`src/rtl/div_if.sv`:
```
// EX-stage <-> divider handshake: operands and start in, {remainder, quotient} and status out.
interface div_if #(
  parameter int WIDTH = 32
);
  logic               div_start;
  logic               signed_div;
  logic [WIDTH-1:0]   opdata1;
  logic [WIDTH-1:0]   opdata2;
  logic               annul;
  logic [2*WIDTH-1:0] result;
  logic               ready;
  logic               stallreq_for_ex;

  modport master (
    output div_start, signed_div, opdata1, opdata2, annul,
    input  result, ready, stallreq_for_ex
  );

  modport slave (
    input  div_start, signed_div, opdata1, opdata2, annul,
    output result, ready, stallreq_for_ex
  );
endinterface

```
`src/rtl/div_sequencer.sv`:
```
// Radix-2 restoring divider with its own sequencing FSM; one quotient bit per cycle,
// stalls EX until the sign-corrected {remainder, quotient} is ready.
module div_sequencer #(
  parameter int WIDTH = 32,
  parameter int CNT_W = 6
) (
  input  logic clk,
  input  logic rst,
  div_if.slave bus
);

  typedef enum logic [1:0] {IDLE, BY_ZERO, ON, END} state_t;

  localparam logic [CNT_W-1:0] LAST_CNT = CNT_W'(WIDTH);

  state_t             state_reg, state_next;
  logic [CNT_W-1:0]   cnt_reg;
  logic               sign_reg;
  logic               neg1_reg;
  logic               neg2_reg;
  logic [WIDTH-1:0]   quo_reg;
  logic [WIDTH-1:0]   divisor_reg;
  logic [WIDTH-1:0]   partrem_reg;
  logic [2*WIDTH-1:0] result_reg;
  logic               ready_reg;

  logic               start_ok;
  logic [WIDTH-1:0]   mag1, mag2;
  logic [WIDTH:0]     shifted;
  logic [WIDTH-1:0]   diff;
  logic               take;
  logic [WIDTH-1:0]   quo_fix, rem_fix;

  assign start_ok = bus.div_start && !bus.annul;

  assign mag1 = (bus.signed_div && bus.opdata1[WIDTH-1]) ? -bus.opdata1 : bus.opdata1;
  assign mag2 = (bus.signed_div && bus.opdata2[WIDTH-1]) ? -bus.opdata2 : bus.opdata2;

  // Trial subtraction: the true difference is below the divisor when taken,
  // so a WIDTH-bit wrapping subtract is exact.
  assign shifted = {partrem_reg, quo_reg[WIDTH-1]};
  assign take    = shifted >= {1'b0, divisor_reg};
  assign diff    = shifted[WIDTH-1:0] - divisor_reg;

  assign quo_fix = (sign_reg && (neg1_reg ^ neg2_reg)) ? -quo_reg : quo_reg;
  assign rem_fix = (sign_reg && neg1_reg) ? -partrem_reg : partrem_reg;

  always_ff @(posedge clk or posedge rst) begin
    if (rst) begin
      state_reg <= IDLE;
    end else begin
      state_reg <= state_next;
    end
  end

  always_comb begin
    state_next = state_reg;
    case (state_reg)
      IDLE: begin
        if (start_ok) begin
          state_next = (bus.opdata2 == '0) ? BY_ZERO : ON;
        end
      end
      BY_ZERO: state_next = END;
      ON: begin
        if (bus.annul) begin
          state_next = IDLE;
        end else if (cnt_reg == LAST_CNT) begin
          state_next = END;
        end
      end
      END: begin
        if (bus.annul || !bus.div_start) begin
          state_next = IDLE;
        end
      end
      default: state_next = IDLE;
    endcase
  end

  always_ff @(posedge clk or posedge rst) begin
    if (rst) begin
      cnt_reg     <= '0;
      sign_reg    <= 1'b0;
      neg1_reg    <= 1'b0;
      neg2_reg    <= 1'b0;
      quo_reg     <= '0;
      divisor_reg <= '0;
      partrem_reg <= '0;
      result_reg  <= '0;
      ready_reg   <= 1'b0;
    end else begin
      case (state_reg)
        IDLE: begin
          ready_reg  <= 1'b0;
          result_reg <= '0;
          if (start_ok && bus.opdata2 != '0) begin
            quo_reg     <= mag1;
            divisor_reg <= mag2;
            sign_reg    <= bus.signed_div;
            neg1_reg    <= bus.opdata1[WIDTH-1];
            neg2_reg    <= bus.opdata2[WIDTH-1];
            cnt_reg     <= '0;
            partrem_reg <= '0;
          end
        end
        BY_ZERO: begin
          result_reg <= '0;
        end
        ON: begin
          if (!bus.annul) begin
            if (cnt_reg == LAST_CNT) begin
              result_reg <= {rem_fix, quo_fix};
            end else begin
              partrem_reg <= take ? diff : shifted[WIDTH-1:0];
              quo_reg     <= {quo_reg[WIDTH-2:0], take};
              cnt_reg     <= cnt_reg + 1'b1;
            end
          end
        end
        END: begin
          // Result stays up while EX keeps div_start high; dropping it clears the output.
          if (bus.annul || !bus.div_start) begin
            ready_reg  <= 1'b0;
            result_reg <= '0;
          end else begin
            ready_reg  <= 1'b1;
          end
        end
        default: ready_reg <= 1'b0;
      endcase
    end
  end

  assign bus.result          = result_reg;
  assign bus.ready           = ready_reg;
  assign bus.stallreq_for_ex = bus.div_start & ~ready_reg;

endmodule

```
`src/flat_wrapper.sv`:
```
// flat-port wrapper written by rule: the top's interface ports become plain ports
module div_sequencer_flat 
#(
  parameter int WIDTH = 32,
  parameter int CNT_W = 6
)
  (clk, rst, bus_div_start, bus_signed_div, bus_opdata1, bus_opdata2, bus_annul, bus_result, bus_ready, bus_stallreq_for_ex);
  div_if #(.WIDTH(WIDTH)) bus_i ();
  input  logic clk;
  input  logic rst;
  input wire logic [$bits(bus_i.div_start)-1:0] bus_div_start;
  input wire logic [$bits(bus_i.signed_div)-1:0] bus_signed_div;
  input wire logic [$bits(bus_i.opdata1)-1:0] bus_opdata1;
  input wire logic [$bits(bus_i.opdata2)-1:0] bus_opdata2;
  input wire logic [$bits(bus_i.annul)-1:0] bus_annul;
  output wire logic [$bits(bus_i.result)-1:0] bus_result;
  output wire logic [$bits(bus_i.ready)-1:0] bus_ready;
  output wire logic [$bits(bus_i.stallreq_for_ex)-1:0] bus_stallreq_for_ex;
  assign bus_i.div_start = bus_div_start;
  assign bus_i.signed_div = bus_signed_div;
  assign bus_i.opdata1 = bus_opdata1;
  assign bus_i.opdata2 = bus_opdata2;
  assign bus_i.annul = bus_annul;
  assign bus_result = bus_i.result;
  assign bus_ready = bus_i.ready;
  assign bus_stallreq_for_ex = bus_i.stallreq_for_ex;
  div_sequencer #(.WIDTH(WIDTH), .CNT_W(CNT_W)) u_core (.clk(clk), .rst(rst), .bus(bus_i));
endmodule
```
`config.mk`:
```
export PLATFORM = sky130hd
export DESIGN_NAME = div_sequencer_flat
export DESIGN_NICKNAME = d
export VERILOG_FILES = /design/src/rtl/div_if.sv /design/src/rtl/div_sequencer.sv /design/src/flat_wrapper.sv
export SDC_FILE = /design/constraint.sdc
export NUM_CORES = 1
export LEC_CHECK = 0
export CAP_MARGIN = 20
export CORE_MARGIN = 2
export CORE_UTILIZATION = 52
export DETAILED_ROUTE_END_ITERATION = 10
export GPL_TIMING_DRIVEN = 0
export PLACE_DENSITY = 0.78
export SYNTH_ARGS = -nofsm -noshare
export SYNTH_HDL_FRONTEND = slang
export SYNTH_SLANG_ARGS = --single-unit
```
`constraint.sdc`:
```
create_clock -name clk -period 4.7 [get_ports clk]
set_input_delay 0.47 -clock clk [delete_from_list [all_inputs] [get_ports clk]]
set_output_delay 0.47 -clock clk [all_outputs]
set_load 0.03 [all_outputs]
```
Word level (Yosys, flattened, before mapping)
Index checks and enable logic that the tools add are counted.
{ "word_totals": {"regBits": 172, "input_bits": 69, "word_cells": 79} }
{ "op_classes": {"add_sub_neg": 6, "n_lt_le_gt_ge": 1, "eq_ne": 11, "mux": 29, "bitwise": 3, "n_reduce_logical": 19} }
{ "ops": {"columns": ["op", "count"], "rows": [
  ["$mux W32", 11],
  ["$mux W64", 3],
  ["$pmux W64 S3", 1],
  ["$neg A32 Y32", 4],
  ["$pmux W32 S2", 2],
  ["$ge A33 B32 Y1", 1],
  ["$logic_not A32 Y1", 1],
  ["$reduce_bool A32 Y1", 1],
  ["$sub A32 B32 Y32", 1],
  ["$mux W6", 3],
  ["$pmux W6 S2", 1],
  ["$mux W2", 5],
  ["$ne A2 B1 Y1 const B", 4],
  ["$pmux W2 S4", 1],
  ["$add A6 B1 Y6 const B", 1],
  ["$eq A6 B6 Y1 const B", 1],
  ["$logic_and A1 B1 Y1", 6],
  ["$reduce_and A3 Y1", 2],
  ["$eq A2 B2 Y1 const B", 2],
  ["$ne A2 B2 Y1 const B", 2],
  ["$reduce_and A4 Y1", 1],
  ["$reduce_bool A2 Y1", 2],
  ["$ne A3 B2 Y1 const B", 1],
  ["$eq A2 B1 Y1 const B", 1],
  ["other kinds (10)", 11]
]} }

Depth between registers and ports, before layout
{ "depth": {"depth_word": 6, "mapped_depth": 12} }

Worst setup path before layout
OpenSTA, ideal clock, no wires.
{ "synth_timing": {"path_type": "input to register", "from": "in bus_opdata2[0]", "to": "reg u_core.partrem_reg[16]", "setup_time_ns": 0.131, "arrival_ns": 2.752, "t_required_ns": 4.569, "setup_slack_ns": 1.817, "cell_stages": 12, "path_cell_list": "inv_1 > ha_1 > or3b_1 > nor4_2 > nand4_1 > o41ai_2 > a21oi_1 > and2_1 > buf_2 > buf_6 > a32oi_1 > o21ai_0"} }
{ "synth_between": {"elab_chain_len": 4} }
{ "synth_lines": {"columns": ["item", "line_no", "text"], "rows": [
  ["from (decl)", "flat_wrapper.sv:14", "input wire logic [$bits(bus_i.opdata2)-1:0] bus_opdata2;"],
  ["$reduce_bool A32 Y1", "div_sequencer.sv:97", "if (start_ok && bus.opdata2 != '0) begin"],
  ["$logic_and A1 B1 Y1", "div_sequencer.sv:97", null],
  ["$ne A2 B1 Y1 (no line)", null, null],
  ["$reduce_and A4 Y1 (no line)", null, null],
  ["to (signal assigned)", "div_sequencer.sv:115", "partrem_reg <= take ? diff : shifted[WIDTH-1:0];"],
  ["to (decl)", "div_sequencer.sv:23", "logic [WIDTH-1:0] partrem_reg;"]
]} }
Every way passes these cells.
A chain may end at the register's enable or synchronous reset.

Worst setup path in the final report
{ "layout_timing": {"from": "reg u_core.quo_reg[31]", "to": "reg u_core.partrem_reg[28]"} }
{ "layout_between": {"elab_chain_len": 5, "word_cells_on_any_way": 6, "classes_between": "add/sub: 1; order compare: 1; mux: 4"} }
{ "layout_lines": {"columns": ["item", "line_no", "text"], "rows": [
  ["from (decl)", "div_sequencer.sv:21", "logic [WIDTH-1:0] quo_reg;"],
  ["from (signal assigned)", "div_sequencer.sv:98", "quo_reg <= mag1;"],
  ["from (signal assigned)", "div_sequencer.sv:116", "quo_reg <= {quo_reg[WIDTH-2:0], take};"],
  ["$sub A32 B32 Y32 / $ge A33 B32 Y1 (equally long branches)", "div_sequencer.sv:43, div_sequencer.sv:42", null],
  ["$mux W32 *", "div_sequencer.sv:115", null],
  ["$mux W32 *", "div_sequencer.sv:112", "if (cnt_reg == LAST_CNT) begin"],
  ["$mux W32 *", "div_sequencer.sv:111", "if (!bus.annul) begin"],
  ["$pmux W32 S2 *", "div_sequencer.sv:93", "case (state_reg)"]
]} }
Every way passes the cells marked *; elsewhere a longest branch is shown, timed or not. The select of a mux whose other input is x is not followed.

==> impl_metrics.yaml <==
floorplan:
  dieArea_sq_um: 23100
  io_pins: 135
  die_y_um: 152
  start_util: 0.526
  fp.dieW_um: 152
  coreArea_sq_um: 21700
  num_rows: 54
flow_run:
  max_cap_violations: 0
synth:
  ys_warn_count: 0
  syn_avg_cell_area_sq_um: 8.40
  synth_cells: 1357
  synth.distinct_cells: 68
  synthTopCellsByArea: "dfrtp_1 38%, o21ai_0 7.2%, nand2_1 6.4%, xor2_1 5.6%, xnor2_1 5.5%"
  synth-seq-cells: 172
  synthesis.nets: 1469
  ys_top_cells_by_count: "194 x nand2_1, 172 x dfrtp_1, 163 x o21ai_0, 115 x a21oi_1, 99 x nor2_1"
  synth_top_area_frac: 0.378
  post-synth-top-count-cell: "nand2_1"
  synth_top_flop_cell: "dfrtp_1"
  yosysSeqAreaShare: 0.378
  syn_area_sq_um: 11400
  synth_top_cell_by_area: "dfrtp_1"
  synth_edf_count: 0
  async_flop_share: 1.00
setup_path:
  cp.required_ns: 5.00
  crit_slowest_cell: "a221oi_1"
  worst_setup_path_start_kind: "flop"
  crit_chain: "inv_1, ha_1, inv_1, fa_1, a21o_1, a221o_1, o211ai_1, nand2_1, a221oi_1, o21ai_0, xnor2_1, o21ai_1"
  crit_path_max_incr_delay_ns: 0.55
  worstRegToRegCells: 12
  worstPathMaxFanout: 5
  crit_path_end_kind: "flop"
  reg2reg_slack_ns: 1.08
  worst_ep_arrival_time_ns: 3.92
  crit_type: "reg -> reg"
  path_common_cell: "inv_1"
route:
  drt_iter0_markers: 753
  dr_total_vias: 10400
  drc: 0
  dr.pass1.iters: 5
  wl_per_cell_um: 16.9
  ant_nets: 0
  viasPerCell: 5.77
  drt-total-wl_um: 30600
timing:
  fin_crit_ns: 3.62
  rsz0062_at_grt: "false"
  skew_ns: 0.0106
  setup_viol: 0
  finalHoldViolations: 0
  final_max_slew_viol_count: 0
  layout_setup_ws_ns: 1.08
  fin_hold_ws_ns: 0.418
  tns_ns: 0
  fmax_ghz: 0.276
  slew_headroom: 0.419
  fin_crit_sh: 0.771
  tightest_slew_ns: 0.863
clock_tree:
  insertion_delay_ns: 0.43
  cts_hold_buffers: 0
  post_cts_buffers: 0
  cts-root-buf: "clkbuf_16"
  ctsResizeCount: 0
  cts_tree: "built"
  path_clk_slew_ns: 0.07
  cts_buffers: 17
  htreeDepth: 4
  clk_path_buf_depth: 2
  clock_sinks: 172
min_path:
  hold_class: "in -> async"
power:
  leakage_nw: 5.86
  ir_worst_vdd_v: 0.000340
  powerDensity_nw_per_um2: 561
cells_and_area:
  syn_to_final_growth_pct: 20.9
  finalNetCount: 1626
  largest_register_ff_count: 64
  diodes: 0
  layout.cells.non_filler: 1805
  final_area_sq_um: 13800
  drive_gt1_frac: 0.0538
placed_design:
  dp_slack_ns: 0.835
  dp.cells: 1775
  place_hpwl_um: 24100
  portBuffers: 134
  placed_area_sq_um: 13200
  place.gp.congestion: 0.962
status:
  status: "complete, no violations"
global_routing:
  antenna_found_initial: 0
  grt_max_degree: 44
  grt_usage: 0.262
  grt_pass1_vias: 9577
  grt-ovfl-total: 0
  grt_pass1_wl_um: 49400
## cells in the final DEF, fill, tap and decap left out, types with 14 or more instances in the layout
| cell type | netlist | routed |
|---|---|---|
| clkbuf_1 | 48 | 48 |
| mux2i_1 | 27 | 27 |
| nor2_1 | 99 | 99 |
| a21oi_1 | 115 | 115 |
| o21ai_0 | 163 | 163 |
| a31oi_1 | 14 | 14 |
| nor3_1 | 22 | 22 |
| xnor2_1 | 71 | 71 |
| ha_1 | 42 | 42 |
| xor2_1 | 73 | 73 |
| nand2_1 | 194 | 194 |
| clkbuf_16 | 0 | 17 |
| o41ai_1 | 14 | 14 |
| clkdlybuf4s50_1 | 0 | 134 |
| a21o_1 | 14 | 14 |
| dfrtp_1 | 172 | 172 |
| nand3_1 | 17 | 17 |
| inv_1 | 62 | 61 |
| o31ai_1 | 36 | 36 |
## layer usage
metal / wire length, um / share of wire / GRT usage / up-vias
met4: 388 / 0.013 / 0.0703 / 0
met2: 13300 / 0.44 / 0.389 / 387
met1: 14500 / 0.48 / 0.396 / 4881
met5: 0 / 0 / 0 / -
li1: - / - / - / 5105
met3: 2350 / 0.077 / 0.0459 / 33
## where the power goes
part	leakage [nW]	internal [mW]	switching [mW]	total, mW
Clock	0.290	0.853	0.611	1.46
Sequential	2.24	1.92	0.457	2.38
Combinational	3.33	1.44	2.45	3.89
## critical path, delay by kind of cell, from the launching register on
kind                       cells  cell delay [ns]
AOI/OAI and AO/OA              6             1.88
adders and majority gates      2             0.59
DFF                            1             0.40
xor gates and xnor gates       1             0.21
buffers and inverters          2             0.20
and+or+nand+nor                1             0.20
## layout make-up
| class | instances | area (sq um) |
|---|---|---|
| fill | 1869 | 7910 |
| multi-input combinational | 1052 | 6540 |
| sequential | 172 | 4300 |
| timing repair buffer | 138 | 1420 |
| clock buffer | 18 | 439 |
| tap | 280 | 350 |
| buffer | 71 | 324 |
| inverter | 62 | 236 |
| clock inverter | 12 | 163 |
## per-stage QoR
step                 util  total power [mW]
floorplan               -              5.00
global placement    0.604              6.10
detailed placement  0.608              6.23
CTS                 0.635              7.71
global route        0.635              8.29
finish              0.635              7.73
## final timing paths
kind / startpoint / end
hold / removal: rst / u_core.bus.result[10]
min in group clk: u_core.bus.result[56] / u_core.bus.result[56]
hold reg to reg: u_core.bus.result[56] / u_core.bus.result[56]
max in group asynchronous: rst / u_core.divisor_reg[9]
setup / recovery: u_core.quo_reg[31] / u_core.partrem_reg[28]
setup reg to reg: u_core.quo_reg[31] / u_core.partrem_reg[28]
## logic make-up after synthesis
group | Yosys count | share of synthesized area
and+or+nand+nor | 417 | 0.168
DFF | 172 | 0.378
muxes | 32 | 0.0286
AOI/OAI and AO/OA | 416 | 0.218
xor gates and xnor gates | 144 | 0.111
adders and majority gates | 43 | 0.0478
buffers and inverters | 133 | 0.0488
No activity file was read; power rests on OpenSTA's default activity.
